==> src/rtl/jam_pkg.sv <==
// rtl/jam_pkg.sv - shared widths and state type for the JAM cost host
package jam_pkg;
   localparam int N    = 8;
   localparam int CW   = 7;
   localparam int MINW = 10;
   localparam int CNTW = 4;
   localparam int IDXW = 6;
   localparam int CYCW = 17;

   typedef enum logic [1:0] {
      LOAD  = 2'd0,
      HOLD  = 2'd1,
      SERVE = 2'd2,
      DONE  = 2'd3
   } host_state_t;
endpackage

==> src/rtl/jam_cost_mem.sv <==
// rtl/jam_cost_mem.sv - 64-entry cost register file, one write port, one registered read port
module jam_cost_mem #(
   parameter int CW = 7
) (
   input  logic          CLK,
   input  logic          RST,
   input  logic          we,
   input  logic [5:0]    waddr,
   input  logic [CW-1:0] wdata,
   input  logic          re,
   input  logic [5:0]    raddr,
   output logic [CW-1:0] rdata
);
   logic [CW-1:0] r_mem [64];
   logic [CW-1:0] r_rdata;

   // Storage is deliberately left unreset; a full reload always follows reset.
   always_ff @(posedge CLK) begin
      if (we) begin
         r_mem[waddr] <= wdata;
      end
   end

   always_ff @(posedge CLK or posedge RST) begin
      if (RST) begin
         r_rdata <= '0;
      end else begin
         r_rdata <= re ? r_mem[raddr] : '0;
      end
   end

   assign rdata = r_rdata;
endmodule

==> src/rtl/jam_cost_host.sv <==
// rtl/jam_cost_host.sv - cost table host: loads the table, holds JAM in reset, serves reads, checks results
module jam_cost_host
   import jam_pkg::*;
#(
   parameter int CW       = 7,
   parameter int HOLD_CYC = 2,
   parameter int TIMEOUT  = 65535
) (
   input  logic            CLK,
   input  logic            RST,
   input  logic            ld_valid,
   output logic            ld_ready,
   input  logic [CW-1:0]   ld_data,
   input  logic [MINW-1:0] exp_min,
   input  logic [CNTW-1:0] exp_cnt,
   output logic            jam_rst,
   input  logic [2:0]      W,
   input  logic [2:0]      J,
   output logic [CW-1:0]   Cost,
   input  logic [MINW-1:0] MinCost,
   input  logic [CNTW-1:0] MatchCount,
   input  logic            Valid,
   output logic            done,
   output logic            pass,
   output logic            timeout
);
   host_state_t     r_state;
   logic [IDXW-1:0] r_idx;
   logic [7:0]      r_hold;
   logic [CYCW-1:0] r_cyc;
   logic [MINW-1:0] r_exp_min;
   logic [CNTW-1:0] r_exp_cnt;
   logic            r_jam_rst;
   logic            r_done;
   logic            r_pass;
   logic            r_timeout;

   logic            w_ld_hs;
   logic            w_serve;
   logic [CW-1:0]   w_rdata;

   assign ld_ready = (r_state == LOAD);
   assign w_ld_hs  = ld_valid && ld_ready;
   assign w_serve  = (r_state == SERVE);

   jam_cost_mem #(.CW(CW)) u_mem (
      .CLK   (CLK),
      .RST   (RST),
      .we    (w_ld_hs),
      .waddr (r_idx),
      .wdata (ld_data),
      .re    (w_serve),
      .raddr ({W, J}),
      .rdata (w_rdata)
   );

   // Read data is zero on the first SERVE cycle because the read port is disabled in HOLD.
   assign Cost    = w_serve ? w_rdata : '0;
   assign jam_rst = r_jam_rst;
   assign done    = r_done;
   assign pass    = r_pass;
   assign timeout = r_timeout;

   always_ff @(posedge CLK or posedge RST) begin
      if (RST) begin
         r_state   <= LOAD;
         r_idx     <= '0;
         r_hold    <= '0;
         r_cyc     <= '0;
         r_exp_min <= '0;
         r_exp_cnt <= '0;
         r_jam_rst <= 1'b1;
         r_done    <= 1'b0;
         r_pass    <= 1'b0;
         r_timeout <= 1'b0;
      end else begin
         case (r_state)
            LOAD: begin
               if (w_ld_hs) begin
                  r_idx <= r_idx + 6'd1;
                  if (r_idx == 6'd63) begin
                     r_exp_min <= exp_min;
                     r_exp_cnt <= exp_cnt;
                     r_hold    <= '0;
                     r_state   <= HOLD;
                  end
               end
            end
            HOLD: begin
               if (r_hold == 8'(HOLD_CYC - 1)) begin
                  r_state   <= SERVE;
                  r_jam_rst <= 1'b0;
                  r_cyc     <= '0;
               end else begin
                  r_hold <= r_hold + 8'd1;
               end
            end
            SERVE: begin
               // A result arriving on the last allowed cycle still counts.
               if (Valid) begin
                  r_pass  <= (MinCost == r_exp_min) && (MatchCount == r_exp_cnt);
                  r_done  <= 1'b1;
                  r_state <= DONE;
               end else if (r_cyc >= CYCW'(TIMEOUT - 1)) begin
                  r_timeout <= 1'b1;
                  r_pass    <= 1'b0;
                  r_done    <= 1'b1;
                  r_state   <= DONE;
               end else if (r_cyc != {CYCW{1'b1}}) begin
                  r_cyc <= r_cyc + 17'd1;
               end
            end
            DONE: begin
               r_state <= DONE;
            end
            default: begin
               r_state <= LOAD;
            end
         endcase
      end
   end
endmodule

==> config.mk <==
export PLATFORM = sky130hd
export DESIGN_NAME = jam_cost_host
export DESIGN_NICKNAME = d
export VERILOG_FILES = /design/src/rtl/jam_pkg.sv /design/src/rtl/jam_cost_mem.sv /design/src/rtl/jam_cost_host.sv
export SDC_FILE = /design/constraint.sdc
export NUM_CORES = 1
export LEC_CHECK = 0
export CAP_MARGIN = 20
export CORE_MARGIN = 5
export CORE_UTILIZATION = 60
export CTS_CLUSTER_DIAMETER = 80
export DETAILED_ROUTE_END_ITERATION = 12
export PLACE_DENSITY = 0.9
export SLEW_MARGIN = 20
export SYNTH_ARGS = -nofsm -noshare
export SYNTH_HDL_FRONTEND = slang
export SYNTH_SLANG_ARGS = --single-unit
==> constraint.sdc <==
create_clock -name CLK -period 3.3 [get_ports CLK]
set_clock_uncertainty 0.1 [all_clocks]
set_input_delay 0.495 -clock CLK [delete_from_list [all_inputs] [get_ports CLK]]
set_output_delay 0.495 -clock CLK [all_outputs]
set_load 0.1 [all_outputs]
==> run_results.csv <==
group,metric,value,unit
power,p_comb_share,4.4,%
clock_network,post_cts_buffers,0,
sta,rsz0062_at_grt,"false",
setup_path,start_kind,"flop",
sta,drv_slew,0,
die,die_h,194.2,um
die,dieArea,37710,um^2
routing,via_per_inst,6.878,
yosys,ys_ff_latch,506,
routing,vias,11560,
placement,gp_congestion,0.8880,
setup_path,worstPathArrival,3.13,ns
die,start_util,60.71,%
yosys,netlist_area,20360,um^2
yosys,synth_nets,1139,
yosys,synth_top_area_cell,"edfxtp_1",
power,p_leak,7.782,nW
power,powerDensity,564.0,nW/um^2
final_layout,final_common_cell,"edfxtp_1",
sta,setup_viol,0,
final_layout,nets,1242,
placement,dp.cells,1588,
clock_network,clk_latency,0.57,ns
sta,finalHoldViolCount,0,
yosys,synth_top_area_share,66.08,%
sta,fin_tns_setup,0,ns
sta,worst_slew_pin_slew,0.8165,ns
global_routing,grt_overflow_total,0,
routing,drc_errors,0,
global_routing,antenna_found_initial,1,
final_layout,layoutNonFillerInstCount,1680,
die,coreArea,33530,um^2
routing,detail_route.wl_per_cell,29.28,um
clock_network,ctsHtreeMaxLevel,2,
power,seqPwrFrac,53.4,%
final_layout,final_cell_mix,"edfxtp_1, mux4_2, nor2_1",
final_layout,syn_to_final_growth,13.83,%
routing,detail-route-antenna-nets,0,
yosys,synth_area_leaders,"edfxtp_1, mux4_2, dfrtp_1",
global_routing,grt_pass1_vias,11580,
clock_network,cts_tree,"done",
power,p_switching,2.740,mW
die,die_w,194.2,um
flow_run,cap_violations,0,
global_routing,grtUsageTotal,26.12,%
yosys,avgSynthCellArea,18.71,um^2
clock_network,ctsResizeCount,0,
yosys,synthFlopType,"edfxtp_1",
setup_path,cp_max_fo,8,
setup_path,critPathKind,"flop to flop",
sta,relSlewSlack,45.56,%
clock_network,clock_tree.buffer_depth,3,
routing,first_pass_iters,7,
yosys,yosys_warnings,0,
placement,dpl-instance-area,21580,um^2
clock_network,postCtsHoldBufs,0,
final_layout,drive_above_1_share,23.72,%
yosys,synth-seq-area-share,73.22,%
power,p_int,10.33,mW
clock_network,root_buffer,"clkbuf_16",
global_routing,grt_first_pass_wirelength,74390,um
placement,portBuffers,56,
die,ios,57,
yosys,synth_edf_count,448,
power,power_switching_share,20.96,%
sta,fmax,329.9,MHz
placement,dpl.hpwl,29120,um
yosys,synthCells,1088,
sta,finalCritPeriodShare,91.87,%
min_path,hold_path.class,"input port to flop",
global_routing,grt_max_degree,65,
yosys,ys_async_sr_fraction,11.46,%
power,ir_drop,0.0004467,V
outcome,status,"completed",
routing,drtIter0Drc,1652,
clock_network,cts_inserted_buffers,49,
setup_path,critPathCaptureType,"flop",
die,rows,67,
yosys,ys_types,63,
clock_network,cts.clk_slew.worst_paths,0.07,ns
power,clkPwrFrac,42.2,%
clock_network,cts.sinks,506,
routing,drt_wl_total,49180,um
setup_path,worstPathRequired,3.39,ns
sta,finalCriticalPeriod,3.032,ns
final_layout,finalInstanceArea,23170,um^2
## stage by stage
stage	total power, mW	hold slack [ns]	setup slack [ns]	utilization [%]
after global routing	13.46	0.2467	0.1649	69.10
after global placement	7.652	0.3455	0.4495	64.36
after floorplan	7.405	0.3727	0.2559	-
after CTS	13.11	0.2322	0.4147	69.10
after detailed placement	7.669	0.3537	0.2703	64.36
final	13.07	0.2438	0.2683	69.10
## registers in the layout, indices dropped and copies added (netlist names)
| register | flops |
|---|---|
| pass | 1 |
| r_exp_min | 10 |
| u_mem.rdata | 7 |
| r_hold | 8 |
| r_cyc | 17 |
| r_state | 2 |
| jam_rst | 1 |
| done | 1 |
| u_mem.r_mem | 448 |
| timeout | 1 |
| r_idx | 6 |
| r_exp_cnt | 4 |
## power by group through the flow
| stage | Combinational [mW] | Clock (mW) | Sequential, mW |
|---|---|---|---|
| 2_1_floorplan | 0.287 | 0 | 7.12 |
| 3_3_place_gp | 0.542 | 0 | 7.11 |
| 3_5_place_dp | 0.559 | 0 | 7.11 |
| 4_1_cts | 0.574 | 5.56 | 6.97 |
| 5_1_grt | 0.606 | 5.89 | 6.97 |
| 6_report | 0.577 | 5.52 | 6.97 |
## path summary, 6_finish.rpt
kind	startpoint	endpoint	slack [ns]	cells after the start
hold reg to reg	done	done	0.37	1
min in group asynchronous	RST	r_exp_min[6]	0.39	3
hold / removal	ld_data[5]	u_mem.r_mem[41][5]	0.24	1
max in group asynchronous	RST	r_idx[4]	2.16	3
setup reg to reg	r_state[1]	u_mem.r_mem[14][0]	0.27	5
setup / recovery	r_state[1]	u_mem.r_mem[14][0]	0.27	5
## cell usage after synthesis, types with 5 or more instances
master / instances
a22o_1: 7
a22oi_1: 5
xnor2_1: 17
nand2b_1: 12
buf_2: 20
nor2b_1: 5
edfxtp_1: 448
mux2i_1: 41
nand2_1: 44
buf_4: 12
xor2_1: 7
o21ai_0: 16
inv_1: 8
and2_1: 10
nand3_1: 21
nor3_1: 8
nand4_1: 11
mux2_2: 16
buf_1: 5
o22ai_1: 11
nor4_1: 5
ha_1: 6
mux4_2: 112
a21oi_1: 12
dfrtp_1: 57
nor2_1: 94
clkbuf_1: 15
## kinds of logic after synthesis
group | after synthesis | share of synthesized area, %
xor+xnor | 24 | 1.033
simple gates | 233 | 5.440
buf+inv | 63 | 1.660
fa+ha+maj | 6 | 0.3688
flops | 506 | 73.22
mux | 169 | 15.29
compound gates | 87 | 2.987
## layer usage
layer / wire length, um / global-route usage [%]
met5: 0 / 0
met4: 2783 / 11.22
met3: 5670 / 5.613
met2: 23780 / 42.05
met1: 16950 / 35.26
## critical path, stage by stage (launching register included)
cell and delay, ns:
dfrtp_1 0.48, nor2_2 0.32, nand2_1 0.19, nor2_1 0.32, nand3_1 0.52, nor2_1 0.71
## final cells by class
class	count	area, um^2
diodes	1	2.502
clock buffers	64	1335
multi-input cells	519	5122
repair buffers	107	962.2
clock inverters	27	254.0
well taps	448	560.5
flip-flops and latches	506	14910
fillers	1925	10360
inverters	8	30.03
Note: power is estimated with default switching activity, not from simulation.
